**src/rtl/uart_tx_asm_if.sv**
```systemverilog
// Parallel-side handshake and serial-side status bundle for the UART transmitter.
interface uart_tx_asm_if #(
  parameter int unsigned DATA_WIDTH = 8
);
  logic                  tx_valid;
  logic [DATA_WIDTH-1:0] tx_data;
  logic                  parity_per_byte;
  logic                  tx_ready;
  logic                  tx_out;
  logic                  busy;
  logic                  done;

  modport master (
    output tx_valid, tx_data, parity_per_byte,
    input  tx_ready, tx_out, busy, done
  );

  modport slave (
    input  tx_valid, tx_data, parity_per_byte,
    output tx_ready, tx_out, busy, done
  );
endinterface

```
**src/rtl/uart_tx_asm.sv**
```systemverilog
// UART transmitter, one bit per clk, even parity per frame or per byte, with a
// single-entry holding register so consecutive frames leave no idle gap.
module uart_tx_asm #(
  parameter int unsigned DATA_WIDTH = 8,
  parameter int unsigned STOP_BITS  = 1
) (
  input  logic          clk,
  input  logic          rst,
  uart_tx_asm_if.slave  bus_io
);

  if (DATA_WIDTH < 8 || (DATA_WIDTH % 8) != 0) begin : g_bad_width
    $error("uart_tx_asm: DATA_WIDTH must be a non-zero multiple of 8");
  end
  if (STOP_BITS < 1 || STOP_BITS > 4) begin : g_bad_stop
    $error("uart_tx_asm: STOP_BITS must be in 1..4");
  end

  localparam int unsigned CntW = $clog2(DATA_WIDTH) + 1;

  typedef enum logic [2:0] {StIdle, StStart, StData, StParity, StStop} state_e;

  state_e                state_q, state_d;
  logic [DATA_WIDTH-1:0] hold_q, hold_d;
  logic                  hold_ppb_q, hold_ppb_d;
  logic                  hold_full_q, hold_full_d;
  logic [DATA_WIDTH-1:0] shift_q, shift_d;
  logic                  mode_q, mode_d;
  logic                  par_q, par_d;
  logic [CntW-1:0]       bit_cnt_q, bit_cnt_d;
  logic [CntW-1:0]       byte_cnt_q, byte_cnt_d;
  logic [1:0]            stop_cnt_q, stop_cnt_d;
  logic                  tx_out_q, tx_out_d;
  logic                  done_q, done_d;

  logic            accept, load, last_stop, data_end, more_bytes;
  logic [CntW-1:0] byte_nxt;

  assign accept     = bus_io.tx_valid && !hold_full_q;
  assign last_stop  = (stop_cnt_q == 2'(STOP_BITS - 1));
  assign byte_nxt   = byte_cnt_q + CntW'(1);
  assign more_bytes = (byte_nxt < CntW'(DATA_WIDTH / 8));
  assign data_end   = (mode_q && (bit_cnt_q[2:0] == 3'd7)) ||
                      (bit_cnt_q == CntW'(DATA_WIDTH - 1));
  // Holding register empties into the shifter from IDLE or from the last stop cycle.
  assign load       = hold_full_q &&
                      ((state_q == StIdle) || ((state_q == StStop) && last_stop));

  // State register
  always_ff @(posedge clk or posedge rst) begin
    if (rst) begin
      state_q <= StIdle;
    end else begin
      state_q <= state_d;
    end
  end

  // Next-state logic
  always_comb begin
    state_d = state_q;
    case (state_q)
      StIdle:   if (hold_full_q) state_d = StStart;
      StStart:  state_d = StData;
      StData:   if (data_end) state_d = StParity;
      StParity: state_d = (mode_q && more_bytes) ? StData : StStop;
      StStop:   if (last_stop) state_d = hold_full_q ? StStart : StIdle;
      default:  state_d = StIdle;
    endcase
  end

  // Datapath next-state
  always_comb begin
    hold_d      = hold_q;
    hold_ppb_d  = hold_ppb_q;
    hold_full_d = hold_full_q;
    shift_d     = shift_q;
    mode_d      = mode_q;
    par_d       = par_q;
    bit_cnt_d   = bit_cnt_q;
    byte_cnt_d  = byte_cnt_q;
    stop_cnt_d  = stop_cnt_q;

    if (load) begin
      hold_full_d = 1'b0;
      shift_d     = hold_q;
      mode_d      = hold_ppb_q;
    end else if (accept) begin
      hold_full_d = 1'b1;
      hold_d      = bus_io.tx_data;
      hold_ppb_d  = bus_io.parity_per_byte;
    end

    case (state_q)
      StStart: begin
        bit_cnt_d  = '0;
        byte_cnt_d = '0;
        par_d      = 1'b0;
      end
      StData: begin
        shift_d   = shift_q >> 1;
        bit_cnt_d = bit_cnt_q + CntW'(1);
        par_d     = par_q ^ shift_q[0];
      end
      StParity: begin
        // Per-byte mode restarts the parity accumulator for the next byte.
        par_d      = 1'b0;
        stop_cnt_d = '0;
        if (mode_q && more_bytes) byte_cnt_d = byte_nxt;
      end
      StStop:  stop_cnt_d = stop_cnt_q + 2'd1;
      default: ;
    endcase
  end

  always_ff @(posedge clk or posedge rst) begin
    if (rst) begin
      hold_q      <= '0;
      hold_ppb_q  <= 1'b0;
      hold_full_q <= 1'b0;
      shift_q     <= '0;
      mode_q      <= 1'b0;
      par_q       <= 1'b0;
      bit_cnt_q   <= '0;
      byte_cnt_q  <= '0;
      stop_cnt_q  <= '0;
    end else begin
      hold_q      <= hold_d;
      hold_ppb_q  <= hold_ppb_d;
      hold_full_q <= hold_full_d;
      shift_q     <= shift_d;
      mode_q      <= mode_d;
      par_q       <= par_d;
      bit_cnt_q   <= bit_cnt_d;
      byte_cnt_q  <= byte_cnt_d;
      stop_cnt_q  <= stop_cnt_d;
    end
  end

  // Output logic; tx_out and done are registered so done lines up with the last stop bit.
  always_comb begin
    tx_out_d = 1'b1;
    done_d   = 1'b0;
    case (state_q)
      StStart:  tx_out_d = 1'b0;
      StData:   tx_out_d = shift_q[0];
      StParity: tx_out_d = par_q;
      StStop:   done_d   = last_stop;
      default:  ;
    endcase
  end

  always_ff @(posedge clk or posedge rst) begin
    if (rst) begin
      tx_out_q <= 1'b1;
      done_q   <= 1'b0;
    end else begin
      tx_out_q <= tx_out_d;
      done_q   <= done_d;
    end
  end

  assign bus_io.tx_out   = tx_out_q;
  assign bus_io.done     = done_q;
  assign bus_io.busy     = (state_q != StIdle);
  assign bus_io.tx_ready = !hold_full_q;

endmodule

```
**src/flat_wrapper.sv**
```systemverilog
// flat-port wrapper written by rule: the top's interface ports become plain ports
module uart_tx_asm_flat 
#(
  parameter int unsigned DATA_WIDTH = 8,
  parameter int unsigned STOP_BITS  = 1
)
  (clk, rst, bus_io_tx_valid, bus_io_tx_data, bus_io_parity_per_byte, bus_io_tx_ready, bus_io_tx_out, bus_io_busy, bus_io_done);
  uart_tx_asm_if #(.DATA_WIDTH(DATA_WIDTH)) bus_io_i ();
  input  logic clk;
  input  logic rst;
  input wire logic [$bits(bus_io_i.tx_valid)-1:0] bus_io_tx_valid;
  input wire logic [$bits(bus_io_i.tx_data)-1:0] bus_io_tx_data;
  input wire logic [$bits(bus_io_i.parity_per_byte)-1:0] bus_io_parity_per_byte;
  output wire logic [$bits(bus_io_i.tx_ready)-1:0] bus_io_tx_ready;
  output wire logic [$bits(bus_io_i.tx_out)-1:0] bus_io_tx_out;
  output wire logic [$bits(bus_io_i.busy)-1:0] bus_io_busy;
  output wire logic [$bits(bus_io_i.done)-1:0] bus_io_done;
  assign bus_io_i.tx_valid = bus_io_tx_valid;
  assign bus_io_i.tx_data = bus_io_tx_data;
  assign bus_io_i.parity_per_byte = bus_io_parity_per_byte;
  assign bus_io_tx_ready = bus_io_i.tx_ready;
  assign bus_io_tx_out = bus_io_i.tx_out;
  assign bus_io_busy = bus_io_i.busy;
  assign bus_io_done = bus_io_i.done;
  uart_tx_asm #(.DATA_WIDTH(DATA_WIDTH), .STOP_BITS(STOP_BITS)) u_core (.clk(clk), .rst(rst), .bus_io(bus_io_i));
endmodule
```
**config.mk**
```make
export PLATFORM = sky130hd
export DESIGN_NAME = uart_tx_asm_flat
export DESIGN_NICKNAME = d
export VERILOG_FILES = /design/src/rtl/uart_tx_asm_if.sv /design/src/rtl/uart_tx_asm.sv /design/src/flat_wrapper.sv
export SDC_FILE = /design/constraint.sdc
export NUM_CORES = 1
export LEC_CHECK = 0
export ABC_AREA = 1
export CAP_MARGIN = 20
export CORE_MARGIN = 2
export CORE_UTILIZATION = 31
export CTS_CLUSTER_SIZE = 25
export DETAILED_ROUTE_END_ITERATION = 6
export GPL_ROUTABILITY_DRIVEN = 0
export GPL_TIMING_DRIVEN = 0
export PLACE_DENSITY = 0.45
export SLEW_MARGIN = 20
export SYNTH_ARGS = -nofsm -noshare
export SYNTH_HDL_FRONTEND = slang
export SYNTH_SLANG_ARGS = --single-unit
```
**constraint.sdc**
```tcl
create_clock -name clk -period 2.4 [get_ports clk]
set_clock_uncertainty 0.2 [all_clocks]
set_input_delay 0.48 -clock clk [delete_from_list [all_inputs] [get_ports clk]]
set_output_delay 0.48 -clock clk [all_outputs]
set_load 0.02 [all_outputs]
```
Word level (Yosys, flattened, before mapping)
Index checks and enable logic that the tools add are counted.

operators by class
  $add $sub $neg = 3
  magnitude comparators = 1
  equal/unequal tests = 10
  multiplexer cells = 17
  bitwise gates (word level) = 2
  reduce and logical (&&, ||, !) cells = 21

operators with widths
  cell                   number
  $mux W8                2
  $pmux W4 S2            2
  $pmux W3 S5            1
  $mux W3                4
  $reduce_bool A2 Y1     6
  $add A4 B1 Y4 const B  2
  $ne A2 B1 Y1 const B   4
  $eq A3 B2 Y1 const B   2
  $eq A3 B3 Y1 const B   2
  $logic_and A1 B1 Y1    5
  $eq A4 B3 Y1 const B   1
  $lt A4 B1 Y1 const B   1
  $mux W1                4
  $mux W4                1
  $pmux W2 S2            1
  $reduce_and A2 Y1      2
  $eq A3 B1 Y1 const B   1
  $logic_not A3 Y1       1
  $pmux W1 S3            1
  $reduce_and A3 Y1      1
  $reduce_bool A3 Y1     1
  $add A2 B1 Y2 const B  1
  $logic_not A2 Y1       1
  $logic_or A1 B1 Y1     2
  5 further kinds        5

word-level totals
  register bits after elaboration = 35
  bits of input ports = 12
  output and inout bits = 4
  word-level logic and storage cells = 66

Logic depth before layout (Yosys ltp)
Gate-level depths: netlist of the first run.

  word-level depth = 6
  gate-level depth with buffers = 9
  mapped depth without buffers = 8

Worst setup path after synthesis of the first run
OpenSTA, ideal clock, no wires.

  path type = reg2reg
  start point = reg u_core.stop_cnt_q[0]
  end point = reg u_core.shift_q[4]
  library setup time = 0.117 ns
  arrival = 1.143 ns
  required time = 2.083 ns
  slack = 0.939 ns
  stages on the path, launching flop included = 10
  buffers on the path = 1
  cell sequence = dfrtp_1 -> inv_1 -> ha_1 -> o21ai_2 -> inv_2 -> nand2_4 -> nand2_4 -> buf_12 -> nand2_2 -> o21ai_2

on the way
  cells in the longest elaborated chain, start to end = 5

ends and longest elaborated chain
  element                              RTL line            source
  start, declared                      uart_tx_asm.sv:32   logic [1:0] stop_cnt_q, stop_cnt_d;
  start signal, assigned               uart_tx_asm.sv:135  stop_cnt_q <= stop_cnt_d;
  $logic_not A2 Y1                     uart_tx_asm.sv:40   assign last_stop = (stop_cnt_q == 2'(STOP_BITS - 1));
  $logic_and A1 B1 Y1                  uart_tx_asm.sv:47   ((state_q == StIdle) || ((state_q == StStop) && last_stop));
  $logic_or A1 B1 Y1                   uart_tx_asm.sv:47
  $logic_and A1 B1 Y1                  uart_tx_asm.sv:46   assign load = hold_full_q &&
  $reduce_bool A2 Y1 (no source line)  -
  end signal, assigned                 uart_tx_asm.sv:130  shift_q <= shift_d;
  end, declared                        uart_tx_asm.sv:27   logic [DATA_WIDTH-1:0] shift_q, shift_d;

No other way between the ends.
A chain may end at the register's enable or synchronous reset.

Final worst setup path of the first run
  start point = reg u_core.state_q[1]
  end point = out bus_io_busy

on the way
  cells in the longest elaborated chain, start to end = 1

ends and longest elaborated chain
  element                 RTL line            source
  start, declared         uart_tx_asm.sv:23   state_e state_q, state_d;
  start signal, assigned  uart_tx_asm.sv:52   state_q <= StIdle;
  start signal, assigned  uart_tx_asm.sv:54   state_q <= state_d;
  $reduce_bool A3 Y1      uart_tx_asm.sv:164  assign bus_io.busy = (state_q != StIdle);
  end, declared           flat_wrapper.sv:16  output wire logic [$bits(bus_io_i.busy)-1:0] bus_io_busy;

No other way between the ends.

==> results of run 1 <==
-- layer usage --
metal / global-route usage / up-vias
li1: - / 616
met1: 0.1654 / 558
met2: 0.1652 / 26
met3: 0.03953 / 6
met4: 0.04821 / 0
met5: 0 / -
-- layout make-up --
type | instances | area [sq um] | share of cell area
Timing Repair Buffer | 15 | 150.1 | 0.07403
Clock buffer | 6 | 82.58 | 0.04072
Clock inverter | 2 | 35.03 | 0.01727
Sequential cell | 35 | 877.1 | 0.4324
Multi-Input combinational cell | 113 | 666.9 | 0.3288
Tap cell | 70 | 87.58 | 0.04318
Inverter | 24 | 90.09 | 0.04442
Buffer | 3 | 38.79 | 0.01912
-- critical path: stages (launching register included) --
cell and delay (ns):
dfrtp_1 0.46, nor2_4 0.19, nand2_1 0.08, clkdlybuf4s50_1 0.54
-- through the flow --
stage | cell area (sq um) | setup WS (ns) | power [uW] | instances
floorplan | 1673 | 0.9395 | 1934 | 175
detailed placement | 1911 | 0.4687 | 2239 | 260
CTS | 2028 | 0.1550 | 2795 | 268
global route | 2028 | 0.09618 | 2996 | 268
global placement | 1911 | 0.09333 | 2214 | 260
finish | 2028 | 0.1721 | 2750 | 268
-- state kept, by name, indices dropped and copies added, names as in the netlist --
name,cells
u_core.bus_io.tx_out,1
u_core.state_q,3
u_core.mode_q,1
u_core.hold_q,8
u_core.bit_cnt_q,4
u_core.hold_full_q,1
u_core.bus_io.done,1
u_core.shift_q,8
u_core.byte_cnt_q,4
u_core.par_q,1
u_core.hold_ppb_q,1
u_core.stop_cnt_q,2
-- power groups by stage --
stage / combinational [uW] / sequential (uW) / clock [uW]
floorplan: 939 / 995 / 0
global placement: 1200 / 1010 / 0
detailed placement: 1220 / 1020 / 0
CTS: 1230 / 1010 / 563
global route: 1370 / 1040 / 591
finish: 1210 / 1000 / 542
-- how the worst max path moves through the flow --
stage               slack [ns]                 start                  end  depth (start not counted)
global route               0.1     u_core.state_q[1]          bus_io_busy                          3
CTS                       0.16     u_core.state_q[1]          bus_io_busy                          3
finish                    0.17     u_core.state_q[1]          bus_io_busy                          3
global placement          0.09                   rst  u_core.bit_cnt_q[0]                          2
floorplan                 0.94  u_core.stop_cnt_q[0]    u_core.shift_q[4]                          9
detailed placement        0.47     u_core.state_q[1]          bus_io_busy                          3
-- cell families (layout without fill, tap and decap cells) --
family / Yosys count / in the layout / share of synthesized area
mux: 8 / 8 / 0.05385
fa+ha+maj: 4 / 4 / 0.02992
compound gates: 23 / 23 / 0.08676
flops: 35 / 35 / 0.5243
simple gates: 78 / 78 / 0.2281
buf+inv: 27 / 50 / 0.07704
-- cell usage in the layout, fill, tap and decap left out --
cell,Yosys,layout
a21oi_1,4,4
nand2_2,4,4
ha_1,4,4
and3_1,1,1
mux2_2,8,8
nor3b_2,1,1
clkbuf_8,0,6
dfrtp_1,34,34
buf_4,1,1
o21ai_2,7,7
o21ai_0,3,3
nand3_1,15,15
inv_1,19,18
clkinv_2,0,1
dfstp_2,1,1
buf_12,1,1
nand2_1,40,40
bufinv_16,0,1
buf_6,1,1
nand3_2,1,1
nor2_4,1,1
o21ai_1,8,8
nor2_1,7,7
nand4_1,3,3
nor2_2,2,2
o221ai_1,1,1
clkdlybuf4s50_1,0,15
inv_2,5,6
nand2_4,3,3
==> results.yml, run 1 <==
worst_setup_path:
  arrival_ns: 1.55
  critPathMaxFanout: 7
  crit_type: "register to output pin"
  rr_worst_depth: 6
  rr_endpoint: "u_core.par_q"
  cp-start-kind: "register"
  r2r_setup_slack_ns: 0.78
  critPathCaptureType: "output pin"
  crit_required_ns: 1.72
  r2r-start: "u_core.state_q[2]"
yosys:
  synth_fp_nets: 191
  yosysTopAreaCell: "dfrtp_1"
  synth_area_leaders: "dfrtp_1, nand2_1, mux2_2, nand3_1, inv_1"
  yosysWarnings: 0
  synth_most_common_cell: "nand2_1"
  syn_area_per_cell_sq_um: 9.559
  ys_types: 25
  syn_area_sq_mm: 0.001673
  ys_seq_elements: 35
  synth_top_area_frac: 0.5086
  synth-seq-area-share: 0.5243
  synth-main-ff-cell: "dfrtp_1"
  synth_edf_count: 0
  synthArstFlopShare: 1.000
  syn_inst: 175
  synth_common_cells: "nand2_1, dfrtp_1, inv_1, nand3_1"
power_and_ir_drop:
  seqPwrFrac: 0.365
  p_int_uw: 1691
  p_sw_frac: 0.3852
  leakage_uw: 0.0009856
  cellPowerDensity_mw_per_mm2: 1356
  combinationalPowerShare: 0.438
  p_sw_uw: 1059
  ir_drop_mv: 0.4334
  power.share.clock: 0.197
clocking:
  holdBufCountCts: 0
  ctsResizeCount: 0
  root_buffer: "clkbuf_8"
  cts_tree: "built"
  clock_sinks: 35
  htreeDepth: 2
  clock_latency_ns: 0.28
  cts_buffers: 5
  clk_path_buf_depth: 2
  path_clk_slew_ns: 0.07
  post_cts_buffers: 0
route:
  drt-met1-wl_um: 1573
  routed_via_density: 4.500
  drc: 0
  firstDrtPassIters: 4
  wl_met3_um: 157
  wl_met2_um: 1310
  ant_nets: 0
  first_iter_violations: 52
  wl_per_cell_um: 11.55
  wl_um: 3096
  top_layer: "met4"
  via_count: 1206
floorplanning:
  start_util: 0.3234
  io_pins: 16
  die_h_um: 77.46
  core_area_sq_mm: 0.005172
  rows: 26
  dieArea_sq_mm: 0.006000
  die_w_um: 77.46
finish:
  diodes: 0
  drive_gt1_frac: 0.2273
  final_net_count: 213
  syn_to_final_growth_pct: 21.24
  fillers: 512
  final_util: 0.3921
sta:
  rsz0062_at_grt: "false"
  tns_ns: 0
  holdWs_ns: 0.2981
  slew_headroom: 0.5154
  fin_crit_sh: 0.9283
  period_minus_slack_ns: 2.228
  clock.fmax_mhz: 448.8
  drv_slew: 0
  setup_viol: 0
  hold_violations: 0
  worst_slew_pin_slew_ns: 0.7259
min_path:
  hp-start: "u_core.stop_cnt_q[1]"
  worstHoldPathCells: 2
  hp-class: "register to register"
  holdPathEnd: "u_core.stop_cnt_q[1]"
status:
  status: "finished clean"
grt:
  grt_pass1_vias: 1133
  grt_pass1_wl_um: 5485
  antenna_found_initial: 0
  grt_start_max_net_pins: 36
  grt_overflow: 0
  grt_usage: 0.1177
placed_design:
  dp_hpwl_um: 2212
  io_buffers: 15
flow_run:
  cap_viol_max_count: 0
Power figures use the tool's default switching activity.
==> inputs of run 2 (changes only) <==
ABC_AREA = unset   (was 1)
GPL_TIMING_DRIVEN = 1   (was 0)
TNS_END_PERCENT = 100   (was unset)
==> run 2 against run 1 <==
Hold slack improved by 0.012 ns. Count of clock-buffer cells in the layout increased by 2. Final area about the same. Combinational power about the same. Area after synthesis increased by 0.97%. Clock power decreased by 15%. Critical path depth decreased by 1. Wire length increased by 9.0%. Non-clock buffer count increased by 3. Critical path type unchanged. Critical endpoint unchanged. Largest cell class unchanged. Highest routed layer unchanged.
==> results.yml, run 2 <==
status:
  status: "finished clean"
grt:
  grt_overflow: 0
  grt_start_max_net_pins: 36
  grt_pass1_vias: 1279
  grt_pass1_wl_um: 6023
  antenna_found_initial: 0
  grt_usage: 0.1281
yosys:
  synth_area_leaders: "dfrtp_1, mux2_2, o221a_2, ha_1, nand2b_1"
  synth-compound-area-share: 0.1711
  ys_seq_elements: 35
  synth_common_cells: "dfrtp_1, nand2_1, inv_1, mux2_2"
  syn_area_sq_mm: 0.001689
  synth_fp_nets: 168
  synth-main-ff-cell: "dfrtp_1"
  synth_adder_area_share: 0.02963
  synth_edf_count: 0
  syn_area_per_cell_sq_um: 11.11
  syn_inst: 152
  synthArstFlopShare: 1.000
  synth_top_area_frac: 0.5037
  synthXorXnorAreaFrac: 0.005185
  synth_top_family_by_area: "compound AO/OA/AOI/OAI gates"
  ys_types: 43
  yosysTopAreaCell: "dfrtp_1"
  yosysWarnings: 0
  synth-seq-area-share: 0.5193
  yosys.area_share.simple: 0.1541
  synth_most_common_cell: "dfrtp_1"
  synth_mux_area_frac: 0.07407
floorplanning:
  io_pins: 16
  start_util: 0.3266
  die_w_um: 77.82
  rows: 26
  dieArea_sq_mm: 0.006055
  die_h_um: 77.82
  core_area_sq_mm: 0.005172
sta:
  worst_slew_pin_slew_ns: 0.5592
  drv_slew: 0
  holdWs_ns: 0.3096
  hold_violations: 0
  clock.fmax_mhz: 436.1
  setup_viol: 0
  tns_ns: 0
  slew_headroom: 0.6247
  period_minus_slack_ns: 2.293
  rsz0062_at_grt: "false"
  fin_crit_sh: 0.9554
  fin_ws_ns: 0.1070
route:
  first_iter_violations: 63
  drc: 0
  ant_nets: 0
  firstDrtPassIters: 4
  wl_per_cell_um: 13.89
  via_count: 1219
  routed_via_density: 5.016
  wl_um: 3375
finish:
  syn_to_final_growth_pct: 20.00
  finalNonFillerCells: 243
  fillers: 532
  drive_gt1_frac: 0.1965
  largest_registers: "u_core.hold_q x8, u_core.shift_q x8"
  diodes: 0
  layout_commonest_cell: "dfrtp_1"
  final_net_count: 188
  layout_common_cells: "dfrtp_1, clkdlybuf4s50_1, nand2_1, inv_1, mux2_2"
power_and_ir_drop:
  power.share.clock: 0.172
  p_sw_uw: 952.7
  ir_drop_mv: 0.4820
  cellPowerDensity_mw_per_mm2: 1320
  leakage_uw: 0.0008657
  combinationalPowerShare: 0.445
  seqPwrFrac: 0.383
  total_power_uw: 2675
  p_int_uw: 1723
  p_sw_frac: 0.3561
clocking:
  holdBufCountCts: 0
  ctsResizeCount: 0
  root_buffer: "clkbuf_8"
  post_cts_buffers: 0
  cts_buffers: 5
  htreeDepth: 2
  clock_latency_ns: 0.28
  clock_sinks: 35
  clk_path_buf_depth: 2
  cts_tree: "built"
  path_clk_slew_ns: 0.07
placed_design:
  dp_hpwl_um: 2345
  io_buffers: 15
  dp_slack_ns: 0.4047
  dp.cells: 235
worst_setup_path:
  crit_required_ns: 1.72
  arrival_ns: 1.61
  cp-start-kind: "register"
  crit_type: "register to output pin"
  critPathMaxFanout: 5
  critPathCaptureType: "output pin"
min_path:
  hp-class: "register to register"
flow_run:
  cap_viol_max_count: 0
run 2: changes by cell type after synthesis, moves of 5 or more:
cell      delta
o221a_2      +7
o21ai_1      -7
nand2_1     -29
clkbuf_1     +6
inv_1       -10
o21ai_2      -7
inv_2        -5
nand2b_1     +7
nor2b_1      +5
nand3_1     -14
run 2: cell families after synthesis:
logic type,after synthesis
adder cells (fa/ha/maj),4
AND/OR/NAND/NOR,46
buffers and inverters,17
flip-flops,35
AO/OA/AOI/OAI,38
multiplexers,11
XOR/XNOR,1
run 2: worst paths after layout:
| kind | depth (start not counted) | slack [ns] | start | endpoint |
|---|---|---|---|---|
| max | 2 | 0.11 | u_core.state_q[0] | bus_io_busy |
| min | 1 | 0.31 | u_core.hold_ppb_q | u_core.mode_q |
| max reg2reg | 5 | 0.44 | u_core.stop_cnt_q[0] | u_core.mode_q |
| min reg2reg | 1 | 0.31 | u_core.hold_ppb_q | u_core.mode_q |
| max in group asynchronous | 3 | 1.24 | rst | u_core.bus_io.tx_out |
| min in group asynchronous | 3 | 0.41 | rst | u_core.hold_q[2] |
run 2: cell type report:
cell class,count,area (sq um),area share
Clock buffer,8,100.1,0.04938
Inverter,9,33.78,0.01667
Multi-Input combinational cell,100,733.2,0.3617
Sequential cell,35,877.1,0.4327
Tap cell,70,87.58,0.04321
Timing Repair Buffer,21,195.2,0.09630
run 2: power groups by stage:
stage	combinational [uW]	clock (uW)	sequential, uW
3_5_place_dp	1200	0	1040
6_report	1190	461	1020
2_1_floorplan	914	0	1000
3_3_place_gp	1170	0	1030
4_1_cts	1210	484	1030
5_1_grt	1350	518	1060
run 2: per-stage QoR:
step | utilization | cell area [sq um]
3_5_place_dp | 0.3725 | 1927
2_1_floorplan | - | 1689
3_3_place_gp | 0.3725 | 1927
6_report | 0.3919 | 2027
4_1_cts | 0.3919 | 2027
5_1_grt | 0.3919 | 2027
run 2: critical path, stage by stage (launching register included):
cell and delay [ns]:
dfrtp_1 0.42, or3_1 0.37, clkdlybuf4s50_1 0.54
run 2: layer usage:
layer	global-route usage	wire, um	up-vias
met5	0	0	-
met4	0.04821	53	0
met3	0.04186	128	5
met2	0.2043	1638	22
met1	0.1610	1554	599
li1	-	-	593
==> inputs of run 3 (changes only) <==
CTS_CLUSTER_SIZE = 12   (was 25)
HOLD_SLACK_MARGIN = 0.06   (was unset)
REMOVE_ABC_BUFFERS = 1   (was unset)
==> run 3 against run 2 <==
Die area unchanged. Non-clock buffer count grew 1. Power rose by 4.0%. Setup slack better by 0.033 ns. Global-route usage fell by 0.35 points. Wire length shrank 0.68%. Register-to-register slack better by 0.05 ns. First-iteration DRC count grew 100%. Via count fell by 0.82%. Sequential power barely moved. Critical endpoint unchanged. Highest routed layer unchanged.
==> results.yml, run 3 (synthesized netlist as in run 2, its figures left out) <==
status:
  status: "finished clean"
route:
  first_iter_violations: 127
  routed_via_density: 4.955
  firstDrtPassIters: 4
  wl_per_cell_um: 13.74
  ant_nets: 0
  drc: 0
  wl_um: 3352
  via_count: 1209
floorplanning:
  start_util: 0.3266
  die_h_um: 77.82
  rows: 26
  core_area_sq_mm: 0.005172
  dieArea_sq_mm: 0.006055
  io_pins: 16
  die_w_um: 77.82
finish:
  fin_area_sq_mm: 0.002052
  diodes: 0
  final_net_count: 189
  fillers: 493
  layout_common_cells: "dfrtp_1, clkdlybuf4s50_1, nand2_1, inv_1, mux2_2"
  drive_gt1_frac: 0.2069
  largest_registers: "u_core.hold_q x8, u_core.shift_q x8"
  syn_to_final_growth_pct: 21.48
  layout_commonest_cell: "dfrtp_1"
sta:
  fin_ws_ns: 0.1396
  drv_slew: 0
  holdWs_ns: 0.3055
  tns_ns: 0
  slew_headroom: 0.6388
  fin_crit_sh: 0.9418
  rsz0062_at_grt: "false"
  worst_slew_pin_slew_ns: 0.5408
  clock.fmax_mhz: 442.4
  setup_viol: 0
  period_minus_slack_ns: 2.260
  hold_violations: 0
worst_setup_path:
  endpoint: "bus_io_busy"
  r2r-start: "u_core.stop_cnt_q[0]"
  max_stage_delay_ns: 0.54
  r2r_setup_slack_ns: 0.49
  crit_chain: "or3_1, clkdlybuf4s50_1"
  critPathCaptureType: "output pin"
  cp.depth: 2
  critical-path-top-delay-family: "buffers and inverters"
  cp_slowest_cell: "clkdlybuf4s50_1"
  arrival_ns: 1.58
  path_buf_inv: 1
  crit_type: "register to output pin"
  crit_required_ns: 1.72
  rr_endpoint: "u_core.mode_q"
  critPathMaxFanout: 2
  cp-start-kind: "register"
  rr_worst_depth: 5
  cp-startpoint: "u_core.state_q[2]"
min_path:
  hp-class: "register to register"
clocking:
  post_cts_buffers: 0
  ctsResizeCount: 0
  clock_latency_ns: 0.28
  cts_buffers: 5
  path_clk_slew_ns: 0.07
  cts_tree: "built"
  root_buffer: "clkbuf_8"
  clk_path_buf_depth: 2
  htreeDepth: 2
  clock_sinks: 35
  holdBufCountCts: 0
grt:
  grt_pass1_wl_um: 5940
  grt_pass1_vias: 1288
  grt_start_max_net_pins: 36
  antenna_found_initial: 0
  grt_usage: 0.1247
  grt_overflow: 0
placed_design:
  dp_slack_ns: 0.4334
  postPlaceCellArea_sq_mm: 0.001934
  dp_hpwl_um: 2286
  io_buffers: 15
flow_run:
  cap_viol_max_count: 0
power_and_ir_drop:
  leakage_uw: 0.0008803
  cellPowerDensity_mw_per_mm2: 1356
  ir_drop_mv: 0.4875
## run 3: layout make-up
cell class / instances / area (sq um) / share of cell area
flip-flops and latches: 35 / 877.1 / 0.4274
multi-input cells: 100 / 733.2 / 0.3573
repair buffers: 22 / 202.7 / 0.09878
well taps: 70 / 87.58 / 0.04268
clock buffers: 6 / 82.58 / 0.04024
clock inverters: 2 / 35.03 / 0.01707
inverters: 9 / 33.78 / 0.01646
## run 3: worst reg2reg max path, cell delays in order, from the launching register on
cell and delay (ns):
dfrtp_1 0.39, inv_1 0.06, ha_1 0.24, nor2b_1 0.20, or2_1 0.38, mux2_4 0.33
## run 3: power breakdown
part	internal, uW	total [uW]	switching, uW	leakage, uW
Combinational	623	1210	588	0.000388
Clock	336	544	208	0.0000612
Sequential	856	1030	172	0.000431
## run 3: layer usage
metal / up-vias / GRT usage / part of all wire
met5: - / 0 / 0
met2: 32 / 0.1974 / 0.46
met1: 580 / 0.1581 / 0.48
met4: 0 / 0.05714 / 0.015
li1: 592 / - / -
met3: 5 / 0.03372 / 0.045
## run 3: how the worst min path moves through the flow
stage	slack (ns)	from	cells after the start	end
6_report	0.31	u_core.hold_ppb_q	1	u_core.mode_q
3_5_place_dp	0.30	u_core.hold_q[4]	1	u_core.hold_q[4]
2_1_floorplan	0.28	u_core.shift_q[7]	2	u_core.shift_q[7]
4_1_cts	0.31	u_core.hold_ppb_q	1	u_core.mode_q
5_1_grt	0.33	u_core.hold_q[4]	1	u_core.hold_q[4]
3_3_place_gp	0.29	u_core.hold_ppb_q	1	u_core.mode_q
## run 3: per-stage QoR
step | std cells | total power (uW) | utilization
3_3_place_gp | 236 | 2232 | 0.3740
2_1_floorplan | 144 | 1850 | -
4_1_cts | 244 | 2823 | 0.3967
5_1_grt | 244 | 2997 | 0.3967
6_report | 244 | 2783 | 0.3967
3_5_place_dp | 236 | 2261 | 0.3740
